===== config.mk =====
export PLATFORM = sky130hd
export DESIGN_NAME = pong_game_ctrl_flat
export DESIGN_NICKNAME = d
export VERILOG_FILES = /design/src/rtl/pong_game_ctrl_if.sv /design/src/rtl/pong_game_ctrl.sv /design/src/flat_wrapper.sv
export SDC_FILE = /design/constraint.sdc
export NUM_CORES = 1
export LEC_CHECK = 0
export BUFFER_PORTS_ARGS = -buffer_cell sky130_fd_sc_hd__buf_2
export CORE_MARGIN = 2
export CORE_UTILIZATION = 60
export DETAILED_ROUTE_END_ITERATION = 12
export HOLD_SLACK_MARGIN = 0.03
export PLACE_DENSITY = 0.83
export REMOVE_ABC_BUFFERS = 1
export SLEW_MARGIN = 5
export SYNTH_ARGS = -nofsm -noshare
export SYNTH_HDL_FRONTEND = slang
export SYNTH_SLANG_ARGS = --single-unit
export TNS_END_PERCENT = 5

===== constraint.sdc =====
create_clock -name clk_0 -period 8.5 [get_ports clk_0]
set_input_delay 0.85 -clock clk_0 [delete_from_list [all_inputs] [get_ports clk_0]]
set_output_delay 0.85 -clock clk_0 [all_outputs]
set_load 0.005 [all_outputs]

===== src/rtl/pong_game_ctrl_if.sv =====
// Game-control bundle: frame/start/paddle inputs toward the Pong sequencer and
// the sprite-control values it presents to the pixel renderer.
interface pong_game_ctrl_if;
    logic       frame_tick;
    logic       start;
    logic [9:0] paddle1_ypos;
    logic [9:0] paddle2_ypos;
    logic [9:0] square_xpos;
    logic [9:0] square_ypos;
    logic       sq_shown;
    logic [3:0] score_p1;
    logic [3:0] score_p2;
    logic       game_over;
    logic [2:0] state;

    modport master (
        output frame_tick, start, paddle1_ypos, paddle2_ypos,
        input  square_xpos, square_ypos, sq_shown, score_p1, score_p2, game_over, state
    );

    modport slave (
        input  frame_tick, start, paddle1_ypos, paddle2_ypos,
        output square_xpos, square_ypos, sq_shown, score_p1, score_p2, game_over, state
    );
endinterface


===== src/rtl/pong_game_ctrl.sv =====
// Frame-rate Pong sequencer: ball motion, paddle/wall collision, scoring, serve
// timing and game-over; all state advances only on the frame tick.
module pong_game_ctrl #(
    parameter int H_VIDEO       = 640,
    parameter int V_VIDEO       = 480,
    parameter int SQUARE_WIDTH  = 16,
    parameter int PADDLE_WIDTH  = 12,
    parameter int PADDLE_HEIGHT = 96,
    parameter int PADDLE1_X     = 32,
    parameter int PADDLE2_X     = 596,
    parameter int BALL_SPEED    = 4,
    parameter int SERVE_FRAMES  = 60,
    parameter int WIN_SCORE     = 11
) (
    input  logic            clk_0,
    input  logic            rst,
    pong_game_ctrl_if.slave game_if
);

    typedef enum logic [2:0] {
        ST_IDLE  = 3'd0,
        ST_SERVE = 3'd1,
        ST_PLAY  = 3'd2,
        ST_POINT = 3'd3,
        ST_OVER  = 3'd4
    } state_e;

    // Geometry is compared in 11 bits so x+speed or paddle+height never wraps.
    localparam logic [10:0] CX_C     = 11'((H_VIDEO - SQUARE_WIDTH) / 2);
    localparam logic [10:0] CY_C     = 11'((V_VIDEO - SQUARE_WIDTH) / 2);
    localparam logic [10:0] X_MAX_C  = 11'(H_VIDEO - SQUARE_WIDTH);
    localparam logic [10:0] Y_MAX_C  = 11'(V_VIDEO - SQUARE_WIDTH);
    localparam logic [10:0] L_HIT_C  = 11'(PADDLE1_X + PADDLE_WIDTH);
    localparam logic [10:0] R_HIT_C  = 11'(PADDLE2_X - SQUARE_WIDTH);
    localparam logic [10:0] SPEED_C  = 11'(BALL_SPEED);
    localparam logic [10:0] SQ_C     = 11'(SQUARE_WIDTH);
    localparam logic [10:0] PH_C     = 11'(PADDLE_HEIGHT);
    localparam logic [9:0]  CX_P     = 10'(CX_C);
    localparam logic [9:0]  CY_P     = 10'(CY_C);
    localparam logic [7:0]  SERVE_C  = 8'(SERVE_FRAMES);
    localparam logic [3:0]  WIN_C    = 4'(WIN_SCORE);

    state_e      state_q;
    logic [9:0]  x_q;
    logic [9:0]  y_q;
    logic        dx_q;
    logic        dy_q;
    logic        serve_dy_q;
    logic        shown_q;
    logic [3:0]  score1_q;
    logic [3:0]  score2_q;
    logic        over_q;
    logic [7:0]  cnt_q;
    logic        p1_last_q;

    logic [10:0] x_s;
    logic [10:0] y_s;
    logic [10:0] pad1_s;
    logic [10:0] pad2_s;
    logic        ov1_s;
    logic        ov2_s;
    logic [7:0]  cnt_inc_s;
    logic        serve_done_s;
    logic        win_reached_s;

    logic [9:0]  x_d;
    logic [9:0]  y_d;
    logic        dx_d;
    logic        dy_d;
    logic        p1_pt_s;
    logic        p2_pt_s;

    // Scores saturate at the winning value.
    function automatic logic [3:0] score_inc(input logic [3:0] s);
        logic [3:0] r;
        if (s >= WIN_C) begin
            r = WIN_C;
        end else begin
            r = s + 4'd1;
        end
        return r;
    endfunction

    assign x_s           = {1'b0, x_q};
    assign y_s           = {1'b0, y_q};
    assign pad1_s        = {1'b0, game_if.paddle1_ypos};
    assign pad2_s        = {1'b0, game_if.paddle2_ypos};
    assign ov1_s         = (y_s + SQ_C >= pad1_s) && (y_s <= pad1_s + PH_C);
    assign ov2_s         = (y_s + SQ_C >= pad2_s) && (y_s <= pad2_s + PH_C);
    assign cnt_inc_s     = cnt_q + 8'd1;
    assign serve_done_s  = (cnt_inc_s == SERVE_C);
    assign win_reached_s = p1_last_q ? (score1_q == WIN_C) : (score2_q == WIN_C);

    // One PLAY frame step: vertical bounce first, then paddle hit, miss or glide.
    always_comb begin
        x_d     = x_q;
        y_d     = y_q;
        dx_d    = dx_q;
        dy_d    = dy_q;
        p1_pt_s = 1'b0;
        p2_pt_s = 1'b0;

        if (dy_q) begin
            if (y_s + SPEED_C >= Y_MAX_C) begin
                y_d  = 10'(Y_MAX_C);
                dy_d = 1'b0;
            end else begin
                y_d  = 10'(y_s + SPEED_C);
            end
        end else begin
            if (y_s < SPEED_C) begin
                y_d  = 10'd0;
                dy_d = 1'b1;
            end else begin
                y_d  = 10'(y_s - SPEED_C);
            end
        end

        if (!dx_q) begin
            if ((x_s >= L_HIT_C) && (x_s <= L_HIT_C + SPEED_C) && ov1_s) begin
                x_d  = 10'(L_HIT_C);
                dx_d = 1'b1;
            end else if (x_s < SPEED_C) begin
                x_d     = 10'd0;
                p2_pt_s = 1'b1;
            end else begin
                x_d = 10'(x_s - SPEED_C);
            end
        end else begin
            if ((x_s <= R_HIT_C) && (x_s + SPEED_C >= R_HIT_C) && ov2_s) begin
                x_d  = 10'(R_HIT_C);
                dx_d = 1'b0;
            end else if (x_s + SPEED_C > X_MAX_C) begin
                x_d     = 10'(X_MAX_C);
                p1_pt_s = 1'b1;
            end else begin
                x_d = 10'(x_s + SPEED_C);
            end
        end
    end

    // Game sequencer; every output is one of these registers.
    always_ff @(posedge clk_0) begin
        if (!rst) begin
            state_q    <= ST_IDLE;
            x_q        <= CX_P;
            y_q        <= CY_P;
            dx_q       <= 1'b1;
            dy_q       <= 1'b1;
            serve_dy_q <= 1'b1;
            shown_q    <= 1'b0;
            score1_q   <= 4'd0;
            score2_q   <= 4'd0;
            over_q     <= 1'b0;
            cnt_q      <= 8'd0;
            p1_last_q  <= 1'b0;
        end else begin
            case (state_q)
                ST_IDLE, ST_OVER: begin
                    // start beats a coincident tick: the tick is simply not looked at here.
                    if (game_if.start) begin
                        state_q    <= ST_SERVE;
                        x_q        <= CX_P;
                        y_q        <= CY_P;
                        dx_q       <= 1'b1;
                        dy_q       <= 1'b1;
                        serve_dy_q <= 1'b1;
                        shown_q    <= 1'b1;
                        score1_q   <= 4'd0;
                        score2_q   <= 4'd0;
                        over_q     <= 1'b0;
                        cnt_q      <= 8'd0;
                    end
                end
                ST_SERVE: begin
                    if (game_if.frame_tick) begin
                        if (serve_done_s) begin
                            state_q <= ST_PLAY;
                            cnt_q   <= 8'd0;
                            shown_q <= 1'b1;
                        end else begin
                            cnt_q <= cnt_inc_s;
                            if (cnt_inc_s[2:0] == 3'd0) begin
                                shown_q <= ~shown_q;
                            end
                        end
                    end
                end
                ST_PLAY: begin
                    if (game_if.frame_tick) begin
                        x_q  <= x_d;
                        y_q  <= y_d;
                        dx_q <= dx_d;
                        dy_q <= dy_d;
                        if (p1_pt_s) begin
                            state_q   <= ST_POINT;
                            score1_q  <= score_inc(score1_q);
                            p1_last_q <= 1'b1;
                            shown_q   <= 1'b0;
                            cnt_q     <= 8'd0;
                        end else if (p2_pt_s) begin
                            state_q   <= ST_POINT;
                            score2_q  <= score_inc(score2_q);
                            p1_last_q <= 1'b0;
                            shown_q   <= 1'b0;
                            cnt_q     <= 8'd0;
                        end
                    end
                end
                ST_POINT: begin
                    if (game_if.frame_tick) begin
                        if (serve_done_s) begin
                            cnt_q <= 8'd0;
                            if (win_reached_s) begin
                                state_q <= ST_OVER;
                                over_q  <= 1'b1;
                                shown_q <= 1'b0;
                            end else begin
                                // Serve toward whoever lost the point, alternating vertical direction.
                                state_q    <= ST_SERVE;
                                x_q        <= CX_P;
                                y_q        <= CY_P;
                                dx_q       <= p1_last_q;
                                dy_q       <= ~serve_dy_q;
                                serve_dy_q <= ~serve_dy_q;
                                shown_q    <= 1'b1;
                            end
                        end else begin
                            cnt_q <= cnt_inc_s;
                        end
                    end
                end
                default: begin
                    state_q <= ST_IDLE;
                    shown_q <= 1'b0;
                    over_q  <= 1'b0;
                    cnt_q   <= 8'd0;
                end
            endcase
        end
    end

    assign game_if.square_xpos = x_q;
    assign game_if.square_ypos = y_q;
    assign game_if.sq_shown    = shown_q;
    assign game_if.score_p1    = score1_q;
    assign game_if.score_p2    = score2_q;
    assign game_if.game_over   = over_q;
    assign game_if.state       = state_q;

endmodule


===== src/flat_wrapper.sv =====
// flat-port wrapper written by rule: the top's interface ports become plain ports
module pong_game_ctrl_flat 
#(
    parameter int H_VIDEO       = 640,
    parameter int V_VIDEO       = 480,
    parameter int SQUARE_WIDTH  = 16,
    parameter int PADDLE_WIDTH  = 12,
    parameter int PADDLE_HEIGHT = 96,
    parameter int PADDLE1_X     = 32,
    parameter int PADDLE2_X     = 596,
    parameter int BALL_SPEED    = 4,
    parameter int SERVE_FRAMES  = 60,
    parameter int WIN_SCORE     = 11
)
  (clk_0, rst, game_if_frame_tick, game_if_start, game_if_paddle1_ypos, game_if_paddle2_ypos, game_if_square_xpos, game_if_square_ypos, game_if_sq_shown, game_if_score_p1, game_if_score_p2, game_if_game_over, game_if_state);
  pong_game_ctrl_if game_if_i ();
  input  logic clk_0;
  input  logic rst;
  input wire logic [$bits(game_if_i.frame_tick)-1:0] game_if_frame_tick;
  input wire logic [$bits(game_if_i.start)-1:0] game_if_start;
  input wire logic [$bits(game_if_i.paddle1_ypos)-1:0] game_if_paddle1_ypos;
  input wire logic [$bits(game_if_i.paddle2_ypos)-1:0] game_if_paddle2_ypos;
  output wire logic [$bits(game_if_i.square_xpos)-1:0] game_if_square_xpos;
  output wire logic [$bits(game_if_i.square_ypos)-1:0] game_if_square_ypos;
  output wire logic [$bits(game_if_i.sq_shown)-1:0] game_if_sq_shown;
  output wire logic [$bits(game_if_i.score_p1)-1:0] game_if_score_p1;
  output wire logic [$bits(game_if_i.score_p2)-1:0] game_if_score_p2;
  output wire logic [$bits(game_if_i.game_over)-1:0] game_if_game_over;
  output wire logic [$bits(game_if_i.state)-1:0] game_if_state;
  assign game_if_i.frame_tick = game_if_frame_tick;
  assign game_if_i.start = game_if_start;
  assign game_if_i.paddle1_ypos = game_if_paddle1_ypos;
  assign game_if_i.paddle2_ypos = game_if_paddle2_ypos;
  assign game_if_square_xpos = game_if_i.square_xpos;
  assign game_if_square_ypos = game_if_i.square_ypos;
  assign game_if_sq_shown = game_if_i.sq_shown;
  assign game_if_score_p1 = game_if_i.score_p1;
  assign game_if_score_p2 = game_if_i.score_p2;
  assign game_if_game_over = game_if_i.game_over;
  assign game_if_state = game_if_i.state;
  pong_game_ctrl #(.H_VIDEO(H_VIDEO), .V_VIDEO(V_VIDEO), .SQUARE_WIDTH(SQUARE_WIDTH), .PADDLE_WIDTH(PADDLE_WIDTH), .PADDLE_HEIGHT(PADDLE_HEIGHT), .PADDLE1_X(PADDLE1_X), .PADDLE2_X(PADDLE2_X), .BALL_SPEED(BALL_SPEED), .SERVE_FRAMES(SERVE_FRAMES), .WIN_SCORE(WIN_SCORE)) u_core (.clk_0(clk_0), .rst(rst), .game_if(game_if_i));
endmodule

Word level (Yosys, flattened, before mapping). Cells that the tools add are included.

$add $sub $neg: 10. Order comparisons: 14. Equal/unequal tests: 21. Muxes and demuxes: 88. Bitwise gates (word level): 3. Reduce and logical (&&, ||, !) cells: 24.

Operator list (count): 2-to-1 mux 10 bit (18); one-hot mux 10 bit (3 select lines) (2); 2-to-1 mux 8 bit (6); 2-to-1 mux 1 bit (36); 2-to-1 mux 4 bit (8); 2-to-1 mux 3 bit (9); one-hot mux 8 bit (3 select lines) (1); adder 10 x 3 -> 11 bit (second input constant) (2); adder 10 x 7 -> 11 bit (second input constant) (2); >= comparator 11 x 10 -> 1 bit (2); less-or-equal comparator 10 x 11 -> 1 bit (2); less-than comparator 10 x 3 -> 1 bit (second input constant) (2); subtractor 10 x 3 -> 10 bit (second input constant) (2); one-hot mux 4 bit (2 select lines) (2); AND reduction 5 bit (3); AND reduction 7 bit (2); inequality test 2 x 1 -> 1 bit (second input constant) (6); inequality test 2 bit (second input constant) (6); one-hot mux 3 bit (4 select lines) (1); adder 10 x 5 -> 11 bit (second input constant) (1); >= comparator 11 x 10 -> 1 bit (second input constant) (1); >= comparator 11 x 9 -> 1 bit (second input constant) (1); > comparator 11 x 10 -> 1 bit (second input constant) (1); >= comparator 10 x 6 -> 1 bit (second input constant) (1); 23 further kinds (43).

Flip-flop bits (word level): 45. Bits of input ports: 24. Output and inout port bits: 33. Logic and storage cells: 172.

Logic depth before layout (Yosys ltp). Gate-level depths: netlist of the first run.

Word-level depth: 10. Mapped depth: 14. Depth with buffers taken out: 13.

Least setup slack after synthesis of the first run. OpenSTA, ideal clock, no wires.

Kind: input-to-reg. Start point: input port game_if_paddle2_ypos[5]. End point: register u_core.x_q[5] (netlist: u_core.game_if.square_xpos[5]). Setup time: 137 ps. Data arrival time: 3004 ps. Required time: 8363 ps. Setup slack: 5359 ps. Cell stages on the path: 13. Buffers on the path: 0. Cell sequence: inv_1 > ha_1 > nor2_1 > xnor2_1 > ha_1 > nand3_1 > or3_1 > o311ai_0 > a31oi_1 > o31ai_4 > o21ai_1 > nor3b_1 > o221ai_1.

Cells in the longest elaborated chain, start to end: 8. Elaborated cells between the ends (all ways): 9.

RTL lines: from (decl) (RTL line flat_wrapper.sv:22) `input wire logic [$bits(game_if_i.paddle2_ypos)-1:0] game_if_paddle2_ypos;`; adder 10 x 7 -> 11 bit (RTL line pong_game_ctrl.sv:89) `assign ov2_s = (y_s + SQ_C >= pad2_s) && (y_s <= pad2_s + PH_C);`; less-or-equal comparator 10 x 11 -> 1 bit (RTL line pong_game_ctrl.sv:89); logical AND 1 bit (*) (RTL line pong_game_ctrl.sv:89); logical AND 1 bit (*) (RTL line pong_game_ctrl.sv:130) `if ((x_s <= R_HIT_C) && (x_s + SPEED_C >= R_HIT_C) && ov2_s) begin`; 2-to-1 mux 10 bit (*) (RTL line pong_game_ctrl.sv:130); 2-to-1 mux 10 bit (*) (RTL line pong_game_ctrl.sv:119) `if (!dx_q) begin`; 2-to-1 mux 10 bit (*) (RTL line pong_game_ctrl.sv:190) `if (game_if.frame_tick) begin`; one-hot mux 10 bit (3 select lines) (*) (RTL line pong_game_ctrl.sv:158) `case (state_q)`; to (signal assigned) (RTL line pong_game_ctrl.sv:146) `x_q <= CX_P;`; to (signal assigned) (RTL line pong_game_ctrl.sv:163) `x_q <= CX_P;`; to (signal assigned) (RTL line pong_game_ctrl.sv:191) `x_q <= x_d;`; to (decl) (RTL line pong_game_ctrl.sv:44) `logic [9:0] x_q;`.

Every way passes the cells marked *; elsewhere a longest branch is shown, timed or not. The select of a mux whose other input is x is not followed. A chain may end at the register's enable or synchronous reset.

Worst setup path in the final report of the first run.
Start point: register u_core.y_q[6] (netlist: u_core.game_if.square_ypos[6]). End point: register u_core.state_q[2] (netlist: u_core.game_if.state[2]).

Cells in the longest elaborated chain, start to end: 9. Elaborated cells between the ends (all ways): 18.

RTL lines: from (decl) (RTL line pong_game_ctrl.sv:45) `logic [9:0] y_q;`; from (signal assigned) (RTL line pong_game_ctrl.sv:192) `y_q <= y_d;`; adder 10 x 5 -> 11 bit (RTL line pong_game_ctrl.sv:88, pong_game_ctrl.sv:89); >= comparator 11 x 10 -> 1 bit (RTL line pong_game_ctrl.sv:89); logical AND 1 bit (RTL line pong_game_ctrl.sv:89); logical AND 1 bit (RTL line pong_game_ctrl.sv:130); 2-to-1 mux 1 bit (RTL line pong_game_ctrl.sv:130); 2-to-1 mux 1 bit (RTL line pong_game_ctrl.sv:119); 2-to-1 mux 3 bit (RTL line pong_game_ctrl.sv:195) `if (p1_pt_s) begin`; 2-to-1 mux 3 bit (RTL line pong_game_ctrl.sv:190); one-hot mux 3 bit (4 select lines) (RTL line pong_game_ctrl.sv:158); to (signal assigned) (RTL line pong_game_ctrl.sv:162) `state_q <= ST_SERVE;`; to (signal assigned) (RTL line pong_game_ctrl.sv:196) `state_q <= ST_POINT;`; to (signal assigned) (RTL line pong_game_ctrl.sv:202) `state_q <= ST_POINT;`; to (decl) (RTL line pong_game_ctrl.sv:43) `state_e state_q;`.

Several ways; a longest one is shown, not always the timed one. The select of a mux whose other input is x is not followed.

==> summary.txt, run 1 <==
status - completed
fmax - 0.2709 GHz
ranking of synthesized cells by area - dfxtp_1 20%, ha_1 13%, a21oi_1 4.6%, nand2_1 3.9%, nor2_1 3.5%
Post-CTS Setup Bufs - 0
Final Hold Fails - 0
synth cell count leaders - 43 x ha_1, 43 x nand2_1, 41 x dfxtp_1, 39 x nor2_1, 38 x a21oi_1
NetSw - 222.9 uW
Core Area - 6756 um2
Min Hold Slack - 0.4796 ns
Synth Flop Type - dfxtp_1
Overflow after GRT - 0
clk buf depth - 2
P_int - 377.4 uW
first-pass GRT wire length - 18370 um
antenna-violating nets left - 0
layout overhead on the synthesized area - 8.241%
HPWL Detailed - 8016 um
Synth Instances - 547
GR peak layer - met2
CTS resizes - 0
CTS tree - yes
Worst Hold Class - reg2reg
GR met1 Demand/Resource - 0.3939
Routability Congestion - 0.8796
final worst slack - 4.809 ns
Leak - 0.001896 uW
GR Layer Usage met2 - 0.4697
sw frac - 0.3713
Clock Tree Root - clkbuf_8
Yosys top cell area share - 0.1973
crit path time final - 3.691 ns
WP data required - 8.73 ns
vias in the first global route - 4041
Seq pwr share - 0.381
chip height - 87.27 um
Final Slew Violations - 0
layout cell share with drive strength beyond 1 - 0.1360
synth warn - 0
PortBufs - 52
worst relative slew slack - 0.3736
area leader, netlist - dfxtp_1
fin crit share - 0.4343
max cap viols - 0
Avg Cell Area, Syn - 7.606 um2
EDFF count, synth - 0
Non-Filler Instances - 661
die footprint - 7616 um2
clock sink count - 41
vias per cell - 6.599
Final setup viols - 0
antenna violations before repair - 0
Initial DRT Pass Iterations - 5
register area - 820.8 um2
hold bufs inserted after CTS - 0
Remaining DRCs - 0
dpl cells - 653
number of synthesized register bits - 41
Via Count - 4362
Routed wire per std cell - 16.34 um
largest net degree at the start of global routing - 47
clock skew - 0.01025 ns
Pwr Density - 133.3 nW/um2
total wire length - 10800 um
Gate power share - 0.341
Worst VDD drop - 0.08578 mV
width of the die - 87.27 um
initial DRC count - 419
Clock Pin Slew Worst Setup and Hold Paths - 0.09 ns
area occupied by multi-input gates - 3070 um2
gr usage total - 0.2923
Yosys cell types - 83
Layout fillers - 566
CP Max Fanout - 15
Sum Neg Setup Slack - 0 ns
Setup CP Type - reg2reg
met3 Use GR - 0.04455
Worst setup EP type - flip-flop
clock buffer count from CTS - 5
register area share after synthesis - 0.1973
RSZ-0062 raised after global routing - false
WP data arrival - 3.92 ns
H-tree depth - 2
std cell rows - 30
Starting Density - 0.6157
Util after Layout - 0.6665
number of antenna diodes - 0
Clk pwr share - 0.278
CP startpoint kind - flip-flop
Post-synth ARST share - 0
Place WS - 4.839 ns
Worst-Margin Slew - 0.9316 ns
io pins - 57
synthesized cell area - 4160 um2
worst-skew pair later-pin latency - 0.29 ns
Final nets - 647
## per-layer routing
metal,vias to the layer above,wire (um)
met2,215,5187
met5,-,0
met4,0,97
met1,2031,4641
met3,14,878
li1,2102,-
## worst max-delay path, cell delays in order (launching register included)
cell and delay, ns:
dfxtp_1 0.73, nand3_1 0.29, nand2b_1 0.23, xnor2_1 0.15
ha_1 0.21, a41oi_1 0.30, nor4b_1 0.48, a221oi_2 0.09
a31oi_4 0.30, o31ai_2 0.18, or4_1 0.53, a21boi_1 0.14
## per-stage QoR
step	area, um2	total power, uW
floorplan	4026	371.6
global placement	4387	425.7
detailed placement	4387	432.0
CTS	4503	594.7
global route	4503	635.5
finish	4503	600.3
## path summary, 6_finish.rpt
path	start	to	slack, ns	cells past startpoint
setup / recovery	u_core.game_if.square_ypos[6]	u_core.game_if.state[2]	4.81	11
hold / removal	u_core.cnt_q[7]	u_core.cnt_q[7]	0.48	1
setup reg to reg	u_core.game_if.square_ypos[6]	u_core.game_if.state[2]	4.81	11
hold reg to reg	u_core.cnt_q[7]	u_core.cnt_q[7]	0.48	1
## cells by family (layout without fill, tap and decap cells)
kind of cell / Yosys count / count (layout) / synth area share
and+or+nand+nor: 207 / 207 / 0.2647
buffers and inverters: 65 / 96 / 0.06737
xor gates and xnor gates: 16 / 16 / 0.03369
DFF: 41 / 41 / 0.1973
adders and majority gates: 43 / 43 / 0.1293
AOI/OAI and AO/OA: 167 / 167 / 0.2896
muxes: 7 / 7 / 0.01714
other: 1 / 4 / 0.0009014
## layout by cell type, fill, tap and decap left out, types with 4 or more instances in the layout
cell	count
a211o_1	6
a211oi_1	4
a21o_1	4
a21oi_1	38
a31oi_1	9
and3_1	5
buf_2	52
clkbuf_8	6
conb_1	4
dfxtp_1	41
ha_1	43
inv_1	36
mux2i_1	6
nand2_1	43
nand2b_1	9
nand3_1	28
nand3b_1	8
nand4_1	9
nor2_1	39
nor2b_1	13
nor3_1	17
nor3b_1	4
o21a_1	4
o21ai_0	29
o21ai_1	5
o221ai_1	4
o22ai_1	5
o31ai_1	7
or3_1	5
xnor2_1	13
## flip-flops by register name, indices dropped and copies added, names as in the netlist
| register | flops |
|---|---|
| u_core.game_if.score_p2 | 4 |
| u_core.game_if.square_ypos | 8 |
| u_core.dy_q | 1 |
| u_core.game_if.score_p1 | 4 |
| u_core.cnt_q | 8 |
| u_core.game_if.state | 3 |
| u_core.p1_last_q | 1 |
| u_core.game_if.square_xpos | 8 |
| u_core.serve_dy_q | 1 |
| u_core.dx_q | 1 |
| u_core.game_if.game_over | 1 |
| u_core.game_if.sq_shown | 1 |
## power groups by stage
stage          combinational, uW  clock (uW)  sequential, uW
2_1_floorplan                146           0             225
3_3_place_gp                 194           0             232
3_5_place_dp                 200           0             232
4_1_cts                      202         165             228
5_1_grt                      231         174             231
6_report                     205         167             228
## area by class of cell
class                      instances  area share
timing repair buffer              52     0.05779
tap                               80     0.02223
multi-input combinational        444      0.6819
sequential                        41      0.1823
clock buffer                       7     0.01917
inverter                          36     0.03001
clock inverter                     1    0.006669
(Power assumes the default switching activity.)
==> run 2: changes to the inputs <==
--- a/config.mk
+++ b/config.mk
@@ -7,10 +7,10 @@
 export LEC_CHECK = 0
 export BUFFER_PORTS_ARGS = -buffer_cell sky130_fd_sc_hd__buf_2
 export CORE_MARGIN = 2
-export CORE_UTILIZATION = 60
+export CORE_UTILIZATION = 59
 export DETAILED_ROUTE_END_ITERATION = 12
 export HOLD_SLACK_MARGIN = 0.03
-export PLACE_DENSITY = 0.83
+export PLACE_DENSITY = 0.82
 export REMOVE_ABC_BUFFERS = 1
 export SLEW_MARGIN = 5
 export SYNTH_ARGS = -nofsm -noshare
==> constraint.sdc (replaced) <==
create_clock -name clk_0 -period 3.7 [get_ports clk_0]
set_input_delay 0.37 -clock clk_0 [delete_from_list [all_inputs] [get_ports clk_0]]
set_output_delay 0.37 -clock clk_0 [all_outputs]
set_load 0.005 [all_outputs]
==> summary.txt, run 2 (synthesized netlist as in run 1, its figures left out) <==
status - completed
std cell rows - 30
RSZ-0062 raised after global routing - false
most frequent cells in the layout - 52 x buf_2, 43 x nand2_1, 43 x ha_1
Leak - 0.001929 uW
vias in the first global route - 3981
first-pass GRT wire length - 18220 um
width of the die - 87.97 um
total wire length - 11240 um
Worst VDD drop - 0.2864 mV
Gate power share - 0.343
Routability Congestion - 0.9770
Min Hold Slack - 0.4693 ns
CP Max Fanout - 11
Worst setup startpoint - u_core.game_if.square_ypos[4]
Sum Neg Setup Slack - 0 ns
clk buf depth - 2
Setup CP Type - reg2reg
Place WS - 0.3743 ns
Clk pwr share - 0.286
register area - 820.8 um2
Via Count - 4408
Core Area - 6794 um2
hold bufs inserted after CTS - 0
PortBufs - 52
fin crit share - 0.9180
antenna violations before repair - 0
crit path time final - 3.396 ns
CTS tree - yes
P_int - 870.3 uW
NetSw - 540.5 uW
Final nets - 654
Layout fillers - 593
Hold Crit Start - game_if_start
layout cell share with drive strength beyond 1 - 0.1480
WP data required - 3.95 ns
Worst Hold Class - in2reg
Overflow after GRT - 0
worst-skew pair later-pin latency - 0.31 ns
io pins - 57
number of antenna diodes - 0
Final Hold Fails - 0
Remaining DRCs - 0
vias per cell - 6.444
WP data arrival - 3.64 ns
Clock Tree Root - clkbuf_8
RR Startpoint - u_core.game_if.square_ypos[4]
final worst slack - 0.3035 ns
Routed wire per std cell - 16.43 um
antenna-violating nets left - 0
area occupied by multi-input gates - 3070 um2
Worst setup EP type - flip-flop
layout overhead on the synthesized area - 10.08%
Starting Density - 0.6123
Pwr Density - 308.1 nW/um2
max cap viols - 0
CTS resizes - 0
Post-CTS Setup Bufs - 0
sw frac - 0.3831
largest net degree at the start of global routing - 47
clock sink count - 41
CP startpoint kind - flip-flop
clock buffer count from CTS - 5
Seq pwr share - 0.370
Final setup viols - 0
Final Slew Violations - 0
gr usage total - 0.2917
Clock Pin Slew Worst Setup and Hold Paths - 0.09 ns
Initial DRT Pass Iterations - 5
chip height - 87.97 um
initial DRC count - 277
worst relative slew slack - 0.3768
clock skew - 0.006836 ns
most common cell after layout, fill and taps aside - buf_2
fmax - 0.2944 GHz
H-tree depth - 2
die footprint - 7739 um2
Worst-Margin Slew - 0.9348 ns
HPWL Detailed - 8295 um
## run 2: final timing paths
check | cells after the start | slack [ns] | end
setup / recovery | 11 | 0.30 | u_core.game_if.state[2]
hold / removal | 4 | 0.47 | u_core.game_if.score_p1[3]
setup reg to reg | 11 | 0.30 | u_core.game_if.state[2]
hold reg to reg | 1 | 0.48 | u_core.cnt_q[7]
## run 2: through the flow
| step | instance area [um2] | cells | total power, uW | util |
|---|---|---|---|---|
| 3_3_place_gp | 4459 | 676 | 989.3 | 0.6564 |
| 2_1_floorplan | 4026 | 521 | 853.6 | - |
| 6_report | 4579 | 684 | 1411 | 0.6740 |
| 3_5_place_dp | 4459 | 676 | 1000 | 0.6564 |
| 4_1_cts | 4579 | 684 | 1394 | 0.6740 |
| 5_1_grt | 4579 | 684 | 1481 | 0.6740 |
## run 2: worst max-delay path, stage by stage (launching register included)
cell and delay, ns:
dfxtp_1 0.38, ha_1 0.31, xor2_1 0.34, ha_1 0.32, nand3_1 0.15, a211oi_1 0.08, nor4b_1 0.48, a221oi_2 0.09
a31oi_4 0.30, o31ai_2 0.19, or4_1 0.54, a21boi_1 0.15
## run 2: final cells by class
class / instances / area share
flip-flops and latches: 41 / 0.1792
clock inverters: 2 / 0.008197
well taps: 96 / 0.02623
repair buffers: 59 / 0.06831
clock buffers: 6 / 0.01803
multi-input cells: 444 / 0.6705
inverters: 36 / 0.02951
## run 2: power groups by stage
stage	Combinational, uW	Clock [uW]	Sequential, uW
after floorplan	336	0	518
after global placement	462	0	528
after detailed placement	472	0	529
after CTS	474	400	519
after global routing	537	417	527
final	484	404	523
## run 2: per-layer routing
layer | up-vias | global-route usage | wire, um
li1 | 2121 | - | -
met1 | 2058 | 0.3803 | 4889
met2 | 201 | 0.4959 | 5305
met3 | 28 | 0.04147 | 830
met4 | 0 | 0.09371 | 214
met5 | - | 0 | 0
==> run 3: changes to the inputs <==
==> constraint.sdc (replaced) <==
create_clock -name clk_0 -period 3.3 [get_ports clk_0]
set_input_delay 0.33 -clock clk_0 [delete_from_list [all_inputs] [get_ports clk_0]]
set_output_delay 0.33 -clock clk_0 [all_outputs]
set_load 0.005 [all_outputs]
==> summary.txt, run 3 (synthesized netlist as in run 1, its figures left out) <==
Leak - 0.001999 uW
Place WS - 0.1107 ns
most common cell after layout, fill and taps aside - buf_2
chip height - 87.97 um
Routability Congestion - 0.8922
Seq pwr share - 0.371
Reg2Reg Depth - 12
Min-Delay Endpoint - u_core.game_if.square_xpos[3]
CTS tree - yes
first-pass GRT wire length - 18890 um
final worst slack - 0.1864 ns
vias in the first global route - 4006
number of antenna diodes - 0
register-to-register setup slack - 0.19 ns
RR Startpoint - u_core.game_if.square_ypos[5]
Routed wire per std cell - 16.02 um
hold bufs inserted after CTS - 0
Final setup viols - 0
antenna-violating nets left - 0
CP Max Fanout - 9
std cell rows - 30
Core Area - 6794 um2
gr usage total - 0.3000
clock skew - 0.01252 ns
Clk pwr share - 0.224
RSZ-0062 raised after global routing - true
status - completed
CP startpoint kind - flip-flop
worst relative slew slack - 0.5420
vias per cell - 6.307
crit path time final - 3.114 ns
Overflow after GRT - 0
fmax - 0.3212 GHz
PortBufs - 52
Gate power share - 0.405
Final Slew Violations - 0
Worst VDD drop - 0.2107 mV
WP data required - 3.47 ns
max cap viols - 0
Hold Crit Start - rst
clk buf depth - 2
Remaining DRCs - 0
Clock Pin Slew Worst Setup and Hold Paths - 0.09 ns
Worst setup EP type - flip-flop
die footprint - 7739 um2
antenna violations before repair - 0
Via Count - 4415
io pins - 57
width of the die - 87.97 um
Initial DRT Pass Iterations - 8
Crit Reg-Reg Endpoint - u_core.game_if.square_xpos[5]
layout overhead on the synthesized area - 12.39%
WP data arrival - 3.29 ns
most frequent cells in the layout - 52 x buf_2, 43 x nand2_1, 43 x ha_1
fin crit share - 0.9435
Final nets - 670
Worst-Margin Slew - 0.6799 ns
Clock Tree Root - clkbuf_8
Util after Layout - 0.6882
sw frac - 0.3988
Starting Density - 0.6123
Final Hold Fails - 0
Layout fillers - 593
Pwr Density - 323.8 nW/um2
H-tree depth - 2
clock sink count - 41
Worst Hold Class - in2reg
largest net degree at the start of global routing - 43
Setup CP Type - reg2reg
worst-skew pair later-pin latency - 0.30 ns
initial DRC count - 356
HPWL Detailed - 8612 um
hold path cells - 3
layout cell share with drive strength beyond 1 - 0.1738
P_int - 910.2 uW
total wire length - 11210 um
NetSw - 603.8 uW
clock buffer count from CTS - 5
==> run 3: cell count changes in the layout (fill, tap and decap cells not counted) <==
cell / change
buf_4: +16
clkinv_2: +2
bufinv_16: -1
clkbuf_8: -1
nor4b_1: -1
nor4b_2: +1
o21ai_1: -1
o21ai_2: +1
==> run 3: routing by layer <==
layer	up-vias	wire length, um	track usage	part of all wire
li1	2145	-	-	-
met3	33	649	0.04053	0.058
met4	0	301	0.1021	0.027
met2	179	5281	0.4938	0.47
met5	-	0	0	0
met1	2058	4981	0.4035	0.44
==> run 3: timing repair <==
item | CTS | global route
buffers inserted | 0 | 1
setup endpoints to repair | 0 | 12
gates resized for setup | 0 | 2
hold endpoints to repair | 0 | 0
==> run 3: worst max path at each step <==
| stage | startpoint | endpoint | depth (start not counted) |
|---|---|---|---|
| after floorplan | u_core.game_if.square_ypos[5] | u_core.game_if.state[2] | 12 |
| after global placement | game_if_paddle2_ypos[5] | u_core.game_if.square_xpos[5] | 14 |
| after detailed placement | u_core.game_if.square_ypos[4] | u_core.game_if.state[2] | 12 |
| after CTS | u_core.game_if.square_ypos[4] | u_core.game_if.state[2] | 12 |
| after global routing | u_core.game_if.square_ypos[4] | u_core.game_if.sq_shown | 12 |
| final | u_core.game_if.square_ypos[5] | u_core.game_if.square_xpos[5] | 12 |
==> run 3: per-stage QoR <==
stage | cells | setup TNS, ns | power (uW) | hold WS (ns) | area, um2
global route | 700 | -0.001652 | 1605 | 0.4194 | 4676
CTS | 699 | 0 | 1494 | 0.3954 | 4658
floorplan | 521 | 0 | 957.0 | 0.3919 | 4026
detailed placement | 691 | 0 | 1164 | 0.4522 | 4572
finish | 700 | 0 | 1514 | 0.3990 | 4676
global placement | 691 | 0 | 1139 | 0.4573 | 4572
==> run 3: final cells by class <==
class | instances | area, um2 | area share
clock buffer | 5 | 68.82 | 0.01472
tap | 96 | 120.1 | 0.02569
clock inverter | 3 | 17.52 | 0.003746
multi-input combinational | 444 | 3080 | 0.6588
timing repair buffer | 75 | 432.9 | 0.09259
inverter | 36 | 135.1 | 0.02890
sequential | 41 | 820.8 | 0.1755
==> run 3: power groups by stage <==
stage	combinational (uW)	sequential [uW]	clock (uW)
6_report	613	562	339
3_3_place_gp	568	571	0
2_1_floorplan	377	580	0
5_1_grt	679	565	361
3_5_place_dp	593	571	0
4_1_cts	595	560	339
==> run 3: critical path, stage by stage (launching register included) <==
cell      delay (ns)
dfxtp_1         0.37
buf_4           0.18
inv_1           0.08
ha_1            0.32
ha_1            0.29
nand3_1         0.09
a211oi_1        0.28
nor4b_2         0.11
a221o_1         0.33
o31ai_4         0.39
o21ai_2         0.14
nor3b_1         0.26
o221ai_1        0.15
